--- config.mk ---
export PLATFORM = sky130hd
export DESIGN_NAME = lap_stopwatch
export DESIGN_NICKNAME = d
export VERILOG_FILES = /design/src/rtl/stopwatch_pkg.sv /design/src/rtl/digit_counter.sv /design/src/rtl/lap_stopwatch.sv
export SDC_FILE = /design/constraint.sdc
export NUM_CORES = 1
export LEC_CHECK = 0
export ABC_CLOCK_PERIOD_IN_PS = 2300
export BUFFER_PORTS_ARGS = -buffer_cell sky130_fd_sc_hd__buf_2
export CORE_MARGIN = 1
export CORE_UTILIZATION = 52
export DETAILED_ROUTE_END_ITERATION = 10
export PLACE_DENSITY_LB_ADDON = 0.25
export SYNTH_ARGS = -nofsm -noshare
export SYNTH_HDL_FRONTEND = slang
export SYNTH_SLANG_ARGS = --single-unit
--- constraint.sdc ---
create_clock -name clk -period 2.3 [get_ports clk]
set_clock_uncertainty 0.2 [all_clocks]
set_input_delay 0.115 -clock clk [delete_from_list [all_inputs] [get_ports clk]]
set_output_delay 0.115 -clock clk [all_outputs]
set_load 0.005 [all_outputs]
--- src/rtl/stopwatch_pkg.sv ---
// stopwatch_pkg: shared constants and types for lap_stopwatch.
//   DIGIT_W    - bits per BCD-style digit
//   DIGIT_MOD  - digit moduli, element 0 is the least-significant digit
//   sw_state_t - run/stop state encoding
//   digit_mod  - modulus lookup for a digit position
package stopwatch_pkg;

    localparam int unsigned DIGIT_W    = 4;
    localparam int unsigned MAX_DIGITS = 8;

    // Listed MSD first so that DIGIT_MOD[0] is the LSD: 10,10,10,6,10,6,10,10.
    localparam logic [MAX_DIGITS-1:0][DIGIT_W-1:0] DIGIT_MOD = {
        4'd10, 4'd10, 4'd6, 4'd10, 4'd6, 4'd10, 4'd10, 4'd10
    };

    typedef enum logic [0:0] {
        STOPPED = 1'b0,
        RUNNING = 1'b1
    } sw_state_t;

    function automatic int unsigned digit_mod(input int unsigned idx);
        if (idx < MAX_DIGITS) begin
            return int'(DIGIT_MOD[idx]);
        end
        return 10;
    endfunction

endpackage

--- src/rtl/digit_counter.sv ---
// digit_counter: one modulo-MOD digit of the stopwatch chain.
//   clk    - system clock
//   reset  - asynchronous active-low reset
//   clear  - synchronous zero, wins over inc
//   inc    - advance by one this cycle (wraps MOD-1 -> 0)
//   count  - current digit value
//   at_max - count equals MOD-1, feeds the carry chain
module digit_counter
    import stopwatch_pkg::*;
#(
    parameter int unsigned MOD = 10
) (
    input  logic               clk,
    input  logic               reset,
    input  logic               clear,
    input  logic               inc,
    output logic [DIGIT_W-1:0] count,
    output logic               at_max
);

    localparam logic [DIGIT_W-1:0] MAX_VAL = DIGIT_W'(MOD - 1);

    logic [DIGIT_W-1:0] count_q;
    logic [DIGIT_W-1:0] count_d;

    always_comb begin
        count_d = count_q;
        if (clear) begin
            count_d = '0;
        end else if (inc) begin
            count_d = (count_q == MAX_VAL) ? '0 : count_q + 1'b1;
        end
    end

    always_ff @(posedge clk or negedge reset) begin
        if (!reset) begin
            count_q <= '0;
        end else begin
            count_q <= count_d;
        end
    end

    assign count  = count_q;
    assign at_max = (count_q == MAX_VAL);

endmodule

--- src/rtl/lap_stopwatch.sv ---
// lap_stopwatch: multi-digit stopwatch with prescaled tick and optional lap hold.
//   clk        - system clock
//   reset      - asynchronous active-low reset
//   start_stop - pulse, toggles STOPPED/RUNNING
//   clear      - pulse, zeroes time, prescaler, overflow and lap hold
//   lap        - pulse, toggles lap hold (only with STOPWATCH_LAP_EN defined)
//   digits     - displayed digits, digit i at [4i+3:4i], digit 0 is the LSD
//   running    - high while RUNNING
//   lap_active - high while the display is frozen
//   overflow   - sticky, set when the count wraps from all-max to all-zero
// Build option: define STOPWATCH_LAP_EN to build the lap hold register.
module lap_stopwatch
    import stopwatch_pkg::*;
#(
    parameter int unsigned TICK_DIV   = 1_000_000,
    parameter int unsigned NUM_DIGITS = 6
) (
    input  logic                          clk,
    input  logic                          reset,
    input  logic                          start_stop,
    input  logic                          clear,
    input  logic                          lap,
    output logic [DIGIT_W*NUM_DIGITS-1:0] digits,
    output logic                          running,
    output logic                          lap_active,
    output logic                          overflow
);

    localparam int unsigned PRE_W = $clog2(TICK_DIV);
    localparam logic [PRE_W-1:0] PRE_MAX = PRE_W'(TICK_DIV - 1);

    sw_state_t state_q;
    sw_state_t state_d;

    logic [PRE_W-1:0] presc_q;
    logic [PRE_W-1:0] presc_d;
    logic             tick;

    logic ovf_q;
    logic ovf_d;
    logic wrap;

    logic [NUM_DIGITS-1:0]         inc;
    logic [NUM_DIGITS-1:0]         at_max;
    logic [DIGIT_W*NUM_DIGITS-1:0] live;

    // Run/stop FSM
    always_comb begin
        state_d = state_q;
        if (start_stop) begin
            unique case (state_q)
                STOPPED: state_d = RUNNING;
                RUNNING: state_d = STOPPED;
                default: state_d = STOPPED;
            endcase
        end
    end

    always_ff @(posedge clk or negedge reset) begin
        if (!reset) begin
            state_q <= STOPPED;
        end else begin
            state_q <= state_d;
        end
    end

    assign running = (state_q == RUNNING);

    // Prescaler holds while stopped so the sub-digit remainder survives a pause.
    assign tick = (state_q == RUNNING) && (presc_q == PRE_MAX);

    always_comb begin
        presc_d = presc_q;
        if (clear) begin
            presc_d = '0;
        end else if (state_q == RUNNING) begin
            presc_d = tick ? '0 : presc_q + 1'b1;
        end
    end

    always_ff @(posedge clk or negedge reset) begin
        if (!reset) begin
            presc_q <= '0;
        end else begin
            presc_q <= presc_d;
        end
    end

    // Digit chain: digit i advances when tick is high and all lower digits sit at max.
    for (genvar i = 0; i < NUM_DIGITS; i++) begin : g_digit
        if (i == 0) begin : g_lsd
            assign inc[i] = tick;
        end else begin : g_upper
            assign inc[i] = inc[i-1] & at_max[i-1];
        end

        digit_counter #(
            .MOD(digit_mod(i))
        ) u_digit (
            .clk   (clk),
            .reset (reset),
            .clear (clear),
            .inc   (inc[i]),
            .count (live[DIGIT_W*i +: DIGIT_W]),
            .at_max(at_max[i])
        );
    end

    // Carry out of the top digit means every digit was at max on this tick.
    assign wrap = inc[NUM_DIGITS-1] & at_max[NUM_DIGITS-1];

    always_comb begin
        ovf_d = ovf_q;
        if (clear) begin
            ovf_d = 1'b0;
        end else if (wrap) begin
            ovf_d = 1'b1;
        end
    end

    always_ff @(posedge clk or negedge reset) begin
        if (!reset) begin
            ovf_q <= 1'b0;
        end else begin
            ovf_q <= ovf_d;
        end
    end

    assign overflow = ovf_q;

`ifdef STOPWATCH_LAP_EN
    logic                          lap_q;
    logic                          lap_d;
    logic [DIGIT_W*NUM_DIGITS-1:0] hold_q;
    logic [DIGIT_W*NUM_DIGITS-1:0] hold_d;

    // Lap is judged against the pre-toggle state when start_stop arrives alongside it.
    always_comb begin
        lap_d  = lap_q;
        hold_d = hold_q;
        if (clear) begin
            lap_d = 1'b0;
        end else if (lap) begin
            if (lap_q) begin
                lap_d = 1'b0;
            end else if (state_q == RUNNING) begin
                lap_d  = 1'b1;
                hold_d = live;
            end
        end
    end

    always_ff @(posedge clk or negedge reset) begin
        if (!reset) begin
            lap_q  <= 1'b0;
            hold_q <= '0;
        end else begin
            lap_q  <= lap_d;
            hold_q <= hold_d;
        end
    end

    assign lap_active = lap_q;
    assign digits     = lap_q ? hold_q : live;
`else
    logic unused_lap;
    assign unused_lap = lap;

    assign lap_active = 1'b0;
    assign digits     = live;
`endif

endmodule

# Yosys cells after proc, flatten, opt, wreduce, memory -nomap -nowiden
# Cells that the tools add are included.
dict set report word_totals {
  input_bits 5
  reg_bits 46
  wordCells 63
}
dict set report op_classes {
  add_sub_neg 7
  muxes 24
  n_reduce_logical 9
  eq_ne 7
  n_bitwise 7
}
# cell n
set ops {}
lappend ops {{4-bit two-way mux} 18}
lappend ops {{20-bit two-way mux} 3}
lappend ops {{4-bit by 1-bit adder with 4-bit output, second input constant} 6}
lappend ops {{20-bit by 1-bit adder with 20-bit output, second input constant} 1}
lappend ops {{20-bit equality test, second input constant} 1}
lappend ops {{4-bit equality test, second input constant} 4}
lappend ops {{2-bit nonzero test} 8}
lappend ops {{4-bit by 3-bit equality test with 1-bit output, second input constant} 2}
lappend ops {{1-bit AND} 6}
lappend ops {{1-bit two-way mux} 2}
lappend ops {{1-bit case mux with 2 select lines} 1}
lappend ops {{1-bit logical AND} 1}
lappend ops {{1-bit inverter} 1}

# Logic depth before layout (Yosys ltp)
# Gate-level depths: netlist of run 1.
dict set report depth {
  word_depth 10
  depth_mapped 8
  ltp_nobuf 7
}

# Modules after synthesis
# Synthesis of run 1 repeated with hierarchy kept, for this count alone.
dict set report hier_totals {
  hier_cells 279
  hier_area_um2 2630.0
}
# module seq_area_each_um2 n_inst area_per_inst_um2 cells_per_inst
set by_module_without_submodules {}
lappend by_module_without_submodules {lap_stopwatch 550.5 1 1266.2 137}
lappend by_module_without_submodules {{digit_counter (g_digit[0].u_digit ...)} 100.1 4 231.5 24}
lappend by_module_without_submodules {{digit_counter (g_digit[3].u_digit ...)} 100.1 2 219.0 23}

# Worst setup path before layout of run 1
# No wires, ideal clock.
dict set report synth_timing {
  path_kind {reg-to-reg}
  start {register presc_q[13]}
  end {register g_digit[1].u_digit.count_q[3]}
  arrival_time_ps 2231
  path_buffers 0
  required_time_ps 1978
  slack_ps -253
  path_stages_with_launch 6
  cell_sequence {dfrtp_1 or4_4 or4_1 nor3_2 o21ai_1 a32o_1}
}
dict set report synth_via {
  elab_chain_cells 4
}
# item line_no
set synth_rtl {}
lappend synth_rtl {{start: declaration} lap_stopwatch.sv:35} ;# logic [PRE_W-1:0] presc_q;
lappend synth_rtl {{start signal: assignment} lap_stopwatch.sv:85} ;# presc_q <= presc_d;
lappend synth_rtl {{20-bit equality test} lap_stopwatch.sv:70} ;# assign tick = (state_q == RUNNING) && (presc_q == PRE_MAX);
lappend synth_rtl {{1-bit logical AND} lap_stopwatch.sv:70}
lappend synth_rtl {{1-bit AND} lap_stopwatch.sv:94} ;# assign inc[i] = inc[i-1] & at_max[i-1];
lappend synth_rtl {{2-bit nonzero test (no line)} --}
lappend synth_rtl {{end signal: assignment} digit_counter.sv:39} ;# count_q <= count_d;
lappend synth_rtl {{end: declaration} digit_counter.sv:23} ;# logic [DIGIT_W-1:0] count_q;
# Every way passes these cells.
# A chain may end at the register's enable or synchronous reset.

# Worst setup path after layout of run 1
dict set report layout_timing {
  start {register presc_q[6]}
  end {register g_digit[0].u_digit.count_q[1]}
}
dict set report layout_via {
  elab_chain_cells 3
}
# item line_no
set layout_rtl {}
lappend layout_rtl {{20-bit equality test} lap_stopwatch.sv:70}
lappend layout_rtl {{1-bit logical AND} lap_stopwatch.sv:70}
lappend layout_rtl {{2-bit nonzero test (no line)} --}
lappend layout_rtl {{end signal: assignment} digit_counter.sv:39}
lappend layout_rtl {{end: declaration} digit_counter.sv:23}
# Every way passes these cells.

==> results of run 1 <==
[stage by stage]
stage / hold WS (ns) / setup TNS (ns) / setup slack [ns] / std cells
2_1_floorplan: -0.381 / -1.22 / -0.218 / 286
3_3_place_gp: -0.121 / -1.17 / -0.159 / 413
3_5_place_dp: -0.119 / -1.78 / -0.202 / 413
4_1_cts: 0.0916 / -1.78 / -0.179 / 431
5_1_grt: 0.141 / -4.05 / -0.214 / 432
6_report: 0.0753 / -1.92 / -0.143 / 432
[path summary, 6_finish.rpt]
check	to	slack [ns]	cells past startpoint
min in group clk	running	0.32	3
hold reg to reg	overflow	0.35	2
max in group asynchronous	presc_q[18]	1.26	3
setup / recovery	g_digit[0].u_digit.count[1]	-0.14	7
setup reg to reg	g_digit[0].u_digit.count[1]	-0.14	7
hold / removal	g_digit[2].u_digit.count[2]	0.08	2
[state kept, by name, indices dropped and copies added, names as in the netlist]
name	cells
g_digit.u_digit.count	24
running	1
presc_q	20
overflow	1
[placed cells by master (no fill, tap or decap), drive strengths merged, types with 2 or more instances in the layout]
master	netlist	routed
a21boi	2	2
a21oi	18	18
and2	4	4
and3	7	7
and3b	2	2
and4	4	4
and4b	2	2
buf	2	76
clkbuf	6	7
dfrtp	46	46
dlygate4sd3	0	3
ha	11	11
inv	12	12
mux2	2	2
mux2i	2	2
nand2	23	23
nand3	13	13
nand3b	2	2
nand4	8	8
nand4b	3	3
nor2	37	37
nor2b	6	6
nor3	6	6
nor4	5	5
o21ai	14	14
or3	10	10
or4	5	5
xnor2	11	11
xor2	9	9
[area by class of cell]
type,count,area share [%]
Timing Repair Buffer,79,16.0
Clock inverter,1,0.144
Multi-Input combinational cell,220,44.6
Clock buffer,7,2.48
Tap cell,67,2.41
Sequential cell,46,33.1
Inverter,12,1.29
[layer usage]
metal  global-route usage, %  up-vias  wire length [microns]
met2                    38.3       29                   2860
met1                    32.8     1117                   2870
met4                    7.84        0                     87
met5                       0        -                      0
li1                        -     1167                      -
met3                    4.14        8                    124
[power by group]
part / switching (mW) / total, mW / internal [mW]
clock network: 0.267 / 0.510 / 0.243
registers: 0.0230 / 0.854 / 0.831
logic: 0.114 / 0.174 / 0.0601
total: 0.404 / 1.54 / 1.13
[worst max-delay path, cell delays in order, from the launching register on]
cell and delay, ns:
dfrtp_1 0.38, or4b_4 0.58, nor4_4 0.40, buf_4 0.20, buf_6 0.11, nand3_4 0.07
or3_1 0.31, a21oi_1 0.12
[repair_timing]
action,CTS,global route
resized for setup,20,17
setup buffers,7,1
hold buffers,3,0
gates cloned,0,0
hold endpoints to repair,52,0
pin swaps,28,18
setup endpoints to repair,21,43
[cell families after synthesis]
family	after synthesis	synth area share (%)
buf+inv	20	3.04
compound gates	42	9.16
simple gates	142	30.5
mux	4	1.61
flops	46	43.7
fa+ha+maj	11	5.22
xor+xnor	20	6.64
other cells	1	0.142
==> metrics, run 1 <==
leading area contributor after synthesis=dfrtp_1; asr flop ratio synth=100%; Post-Syn Instances=286; via count=2,321; CP Capture Type=flop; Die Span X=73.2 microns; Total GRT Usage=23.9%; synth unique cells=49; status=complete, but fails checks; IO buf count=29; top_reg_cell synth=dfrtp_1; final setup vio count=24; vias in the first global route=2,105; worst-skew pair later-pin latency=0.30 ns; FF/Latch Area=0.00115 sq mm; RSZ-0062 raised after global routing=yes; filler instances=361; Critical Path Start=presc_q[6]; Area Growth Syn to Fin=32.0%; fin nets=380; Power Total=1.54 mW; Max Root-Sink Buffers=2; share of the synthesized area in the top cell type=43.7%; top cells by area, synth=dfrtp_1 44%, nor2_1 5.3%, ha_1 5.2%, xnor2_1 3.7%, a21oi_1 3.4%; Leakage=1.61 nW; sequential fraction of the synthesis area=43.7%; Setup Crit Path Kind=reg2reg; gp weighted congestion=0.851; Max IR drop VDD=463 uV; clk root buf=clkbuf_8; max-cap violations=0; Commonest cells post-synth=46 x dfrtp_1, 37 x nor2_1, 23 x nand2_1; fin crit share=106%; PwrDens=442 mW/mm^2; layout cell share with drive strength beyond 1=31.5%; DR pass1 iterations=4; Worst EP required=2.33 ns; initial detailed-routing violation count=109; Hold Violations, Final=0; most frequent cell after synthesis=dfrtp_1; syn_nets=302; Startpoint Class=flop; # DRC=0; gr ovfl total=0; final core occ=72.7%; clock sinks=46; floorplan core area=0.00479 sq mm; CTS HTree Levels=2; worst setup margin=-0.143 ns; largest net degree at the start of global routing=23; Die Y=73.2 microns; Worst EP arrival=2.47 ns; DPL Wire Length=4280 microns; dpl cell area=0.00316 sq mm; Slew Limit Fails=0; Clk pin slew, worst setup/hold paths=0.08 ns; worst min-delay path class=in2async; Synth Warn #=0; DRT Wirelength=5940 microns; n_diodes=0; IO Count=32; Fmax achieved=0.409 GHz; CTS buffer count=5; Initial Util=55.1%; syn_area_per_cell=9.22 sq um; initial antenna violation count=0; reg2reg start=presc_q[6]; Cell Area, Synth=0.00264 sq mm; Final ANT Viol Nets=0; worst-path fanout max=3; register bit total from synthesis=46; crit path time final=2.44 ns; Vias/cell=5.37; global-route wire length before repair=9610 microns; footprint of the multi-input gates=0.00155 sq mm; Wirelength per Cell=13.7 microns; Site Rows=25; violated checks=setup timing; EDFF count, synth=0; post-route cell area=0.00348 sq mm; CTS tree=built; Die ar.=0.00536 sq mm
Note: power is estimated with default switching activity, not from simulation.
==> inputs of run 2 (changes only) <==
SKIP_LAST_GASP = 1   (was unset)
==> run 2 against run 1 <==
Against the previous run:
- the flow still finishes with violations (setup timing)
- register-to-register slack lost 0.03 ns
- setup slack lost 0.031 ns
- core utilization is 1.2 points higher
- hold slack hardly changed
- wire length is 4.1% higher
- via count grew 0.47%
- global-route usage increased by 0.082 points
- combinational power about the same
- final cell count is 1.4% higher
- critical path type unchanged
==> metrics, run 2 (synthesized netlist as in run 1, its figures left out) <==
Setup Crit Path Kind=reg2reg (unchanged); Worst EP arrival=2.50 ns (was 2.47 ns); clock sinks=46 (unchanged); via count=2,332 (was 2,321); floorplan core area=0.00479 sq mm (unchanged); fin nets=386 (was 380); Worst EP required=2.33 ns (about the same); clk root buf=clkbuf_8 (unchanged); DRT Wirelength=6180 microns (was 5940 microns); max-cap violations=0 (unchanged); Hold Violations, Final=0 (unchanged); worst-skew pair later-pin latency=0.30 ns (about the same); Max IR drop VDD=482 uV (was 463 uV); worst setup margin=-0.174 ns (was -0.143 ns); Initial Util=55.1% (unchanged); Fmax achieved=0.404 GHz (was 0.409 GHz); filler instances=341 (was 361); WL met1=2850 microns (was 2870 microns); largest net degree at the start of global routing=23 (unchanged); met2 WL=3070 microns (was 2860 microns); status=complete, but fails checks (unchanged); Slew Limit Fails=0 (unchanged); most frequent cells in the layout=46 x dfrtp_1, 42 x buf_4, 36 x nor2_1 (was 46 x dfrtp_1, 39 x buf_4, 37 x nor2_1); Leakage=1.62 nW (was 1.61 nW); IO Count=32 (unchanged); layout cell share with drive strength beyond 1=31.5% (about the same); footprint of the multi-input gates=0.00156 sq mm (was 0.00155 sq mm); CP Capture Type=flop (unchanged); Max Root-Sink Buffers=2 (unchanged); Site Rows=25 (unchanged); Area Growth Syn to Fin=34.2% (was 32.0%); IO buf count=29 (unchanged); Die Y=73.2 microns (unchanged); gr ovfl total=0 (unchanged); fin crit share=108% (was 106%); DR pass1 iterations=4 (unchanged); met3 WL=186 microns (was 124 microns); Final ANT Viol Nets=0 (unchanged); worst-path fanout max=3 (unchanged); CTS HTree Levels=2 (unchanged); crit path time final=2.47 ns (was 2.44 ns); Vias/cell=5.32 (was 5.37); Startpoint Class=flop (unchanged); Wirelength per Cell=14.1 microns (was 13.7 microns); FF/Latch Area=0.00115 sq mm (unchanged); final setup vio count=22 (was 24); most common cell after layout, fill and taps aside=dfrtp_1 (unchanged); CTS buffer count=5 (unchanged); highest routed layer=met4 (unchanged); initial antenna violation count=0 (unchanged); n_diodes=0 (unchanged); Die ar.=0.00536 sq mm (unchanged); # DRC=0 (unchanged); Clk pin slew, worst setup/hold paths=0.09 ns (was 0.08 ns); max FFs per register=24 (unchanged); RSZ-0062 raised after global routing=yes (unchanged); violated checks=setup timing (unchanged); CTS tree=built (unchanged); global-route wire length before repair=9660 microns (was 9610 microns); Place WS=-0.202 ns (unchanged); Post-Route Setup TNS=-2.40 ns (was -1.92 ns); gp weighted congestion=0.851 (unchanged); PwrDens=435 mW/mm^2 (was 442 mW/mm^2); worst min-delay path class=in2async (unchanged); vias in the first global route=2,105 (unchanged); DPL Wire Length=4280 microns (unchanged); Die Span X=73.2 microns (unchanged); Total GRT Usage=23.9% (about the same); initial detailed-routing violation count=79 (was 109)
==> run 2: worst paths after layout <==
| kind | startpoint | endpoint | slack (ns) | cells after the start |
|---|---|---|---|---|
| setup / recovery | presc_q[12] | g_digit[0].u_digit.count[1] | -0.17 | 7 |
| hold / removal | reset | g_digit[2].u_digit.count[2] | 0.08 | 2 |
| setup reg to reg | presc_q[12] | g_digit[0].u_digit.count[1] | -0.17 | 7 |
| hold reg to reg | g_digit[4].u_digit.count[1] | g_digit[4].u_digit.count[1] | 0.38 | 2 |
| max in group asynchronous | reset | presc_q[18] | 1.26 | 3 |
| min in group clk | start_stop | running | 0.32 | 3 |
==> run 2: through the flow <==
| stage | area [sq um] | total power [mW] | hold WS (ns) | std cells | util, % |
|---|---|---|---|---|---|
| 2_1_floorplan | 2670 | 0.953 | -0.381 | 286 | - |
| 3_3_place_gp | 3160 | 1.02 | -0.121 | 413 | 65.9 |
| 3_5_place_dp | 3160 | 1.02 | -0.119 | 413 | 65.9 |
| 4_1_cts | 3390 | 1.54 | 0.0916 | 431 | 70.9 |
| 5_1_grt | 3540 | 1.59 | 0.141 | 438 | 73.9 |
| 6_report | 3540 | 1.54 | 0.0752 | 438 | 73.9 |
==> run 2: routing by layer <==
metal  global-route usage [%]  vias up
met5                        0        -
li1                         -     1184
met4                     7.84        0
met2                     38.4       42
met1                     32.9     1100
met3                     4.14        6
==> run 2: area by class of cell <==
class | count | area share, %
Clock inverter | 1 | 0.141
Inverter | 12 | 1.27
Clock buffer | 7 | 2.44
Multi-Input combinational cell | 221 | 44.2
Tap cell | 67 | 2.37
Sequential cell | 46 | 32.5
Timing Repair Buffer | 84 | 17.0
==> run 2: what timing repair did <==
item,in CTS,in global routing
gates cloned,0,1
buffers inserted,7,8
endpoints found under the hold margin,52,0
endpoints found under the setup margin,21,43
pin swaps,24,26
resized for setup,16,20
hold buffers,3,0
==> run 2: critical path, stage by stage (launching register included) <==
cell     delay [ns]
dfrtp_1        0.38
or4b_4         0.57
nor4_4         0.37
buf_4          0.19
buf_6          0.13
nand3_4        0.06
or3_1          0.37
a21oi_1        0.14
==> run 2: power by group <==
group	switching (mW)	total [mW]	internal, mW
clock network	0.268	0.511	0.243
logic	0.115	0.175	0.0599
registers	0.0233	0.854	0.831
==> inputs of run 3 (changes only) <==
MAX_ROUTING_LAYER = met4   (was unset)
==> run 3 against run 2 <==
Against the previous run:
- the run still ends with setup timing left
- die area unchanged
- clock power about the same
- power about the same
- setup slack about the same
- register-to-register slack about the same
- hold slack improved by 0.0013 ns
- first-iteration DRC count increased by 16%
- combinational power about the same
- highest routed layer unchanged
==> metrics, run 3 (synthesized netlist as in run 1, its figures left out) <==
FF/Latch Area=0.00115 sq mm (unchanged); DPL Wire Length=4280 microns (unchanged); CTS HTree Levels=2 (unchanged); layout cell share with drive strength beyond 1=31.5% (unchanged); Wirelength per Cell=14.2 microns (was 14.1 microns); vias in the first global route=2,113 (was 2,105); Hold Violations, Final=0 (unchanged); Die Span X=73.2 microns (unchanged); initial detailed-routing violation count=92 (was 79); Max Root-Sink Buffers=2 (unchanged); largest net degree at the start of global routing=23 (unchanged); floorplan core area=0.00479 sq mm (unchanged); PwrDens=435 mW/mm^2 (about the same); IO Count=32 (unchanged); gr ovfl total=0 (unchanged); final core occ=73.9% (unchanged); Max IR drop VDD=479 uV (was 482 uV); clock sinks=46 (unchanged); status=complete, but fails checks (unchanged); initial antenna violation count=0 (unchanged); global-route wire length before repair=9670 microns (was 9660 microns); non-filler cells, final=438 (unchanged); Die Y=73.2 microns (unchanged); reg2reg start=presc_q[12] (unchanged); Total GRT Usage=24.6% (was 23.9%); max-cap violations=0 (unchanged); Clk pin slew, worst setup/hold paths=0.09 ns (about the same); Site Rows=25 (unchanged); Critical Path Start=presc_q[12] (unchanged); via count=2,347 (was 2,332); crit path time final=2.47 ns (about the same); CP Capture Type=flop (unchanged); CTS tree=built (unchanged); DR pass1 iterations=4 (unchanged); max FFs per register=24 (unchanged); IO buf count=29 (unchanged); footprint of the multi-input gates=0.00156 sq mm (unchanged); worst setup margin=-0.174 ns (about the same); gp weighted congestion=0.864 (was 0.851); Initial Util=55.1% (unchanged); # DRC=0 (unchanged); Die ar.=0.00536 sq mm (unchanged); fin crit share=108% (about the same); Cell Count Post-Placement=413 (unchanged); worst-path fanout max=3 (unchanged); n_diodes=0 (unchanged); clk root buf=clkbuf_8 (unchanged); Leakage=1.62 nW (unchanged); Setup Crit Path Kind=reg2reg (unchanged); violated checks=setup timing (unchanged); DRT Wirelength=6220 microns (was 6180 microns); Final ANT Viol Nets=0 (unchanged); Startpoint Class=flop (unchanged); worst min-delay path class=in2async (unchanged); RSZ-0062 raised after global routing=yes (unchanged); fin nets=386 (unchanged); Vias/cell=5.36 (was 5.32); final setup vio count=22 (unchanged); Slew Limit Fails=0 (unchanged); most common cell after layout, fill and taps aside=dfrtp_1 (unchanged); Area Growth Syn to Fin=34.2% (unchanged); CTS buffer count=5 (unchanged); Fmax achieved=0.404 GHz (about the same); filler instances=341 (unchanged); most frequent cells in the layout=46 x dfrtp_1, 42 x buf_4, 36 x nor2_1 (unchanged); worst-skew pair later-pin latency=0.30 ns (about the same); Worst EP arrival=2.50 ns (about the same); Worst EP required=2.33 ns (about the same)
run 3: cell counts in the layout (fill, tap and decap cells not counted):
Identical to the previous run, type by type.
run 3: worst max-delay path, stage by stage, from the launching register on:
cell	delay, ns
dfrtp_1	0.38
or4b_4	0.57
nor4_4	0.37
buf_4	0.19
buf_6	0.13
nand3_4	0.06
or3_1	0.37
a21oi_1	0.14
run 3: final timing paths:
check	to	cells after the start	slack (ns)
setup / recovery	g_digit[0].u_digit.count[1]	7	-0.17
hold / removal	g_digit[2].u_digit.count[2]	2	0.08
setup reg to reg	g_digit[0].u_digit.count[1]	7	-0.17
hold reg to reg	g_digit[4].u_digit.count[1]	2	0.38
max in group asynchronous	presc_q[12]	3	1.26
min in group clk	running	3	0.32
run 3: power breakdown:
group	leakage, nW	switching (mW)	total [mW]	internal [mW]
clock network	0.0482	0.268	0.511	0.243
logic	0.937	0.114	0.174	0.0598
registers	0.639	0.0234	0.854	0.831
total	1.62	0.405	1.54	1.13
run 3: metrics by stage:
| step | power [mW] | setup TNS (ns) | area (sq um) | hold slack, ns | setup slack (ns) |
|---|---|---|---|---|---|
| after floorplan | 0.953 | -1.22 | 2670 | -0.381 | -0.218 |
| after global placement | 1.02 | -1.17 | 3160 | -0.121 | -0.159 |
| after detailed placement | 1.02 | -1.78 | 3160 | -0.119 | -0.202 |
| after CTS | 1.54 | -2.61 | 3390 | 0.0916 | -0.179 |
| after global routing | 1.59 | -5.51 | 3540 | 0.141 | -0.294 |
| final | 1.54 | -2.46 | 3540 | 0.0765 | -0.174 |
run 3: layout make-up:
class | instances | share of cell area [%]
Clock inverter | 1 | 0.141
Multi-Input combinational cell | 221 | 44.2
Tap cell | 67 | 2.37
Timing Repair Buffer | 84 | 17.0
Inverter | 12 | 1.27
Clock buffer | 7 | 2.44
Sequential cell | 46 | 32.5
run 3: timing repair:
item / in CTS / in global routing
gates cloned: 0 / 1
resized for setup: 16 / 20
buffers inserted: 7 / 8
hold buffers: 3 / 0
hold endpoints to repair: 52 / 0
pin swaps: 24 / 26
endpoints found under the setup margin: 21 / 43
run 3: routing by layer:
| layer | vias to the layer above | global-route usage [%] | routed length (microns) |
|---|---|---|---|
| li1 | 1184 | - | - |
| met1 | 1109 | 32.9 | 2870 |
| met2 | 48 | 38.4 | 3080 |
| met3 | 6 | 4.14 | 194 |
| met4 | 0 | 7.84 | 72 |
| met5 | - | - | 0 |
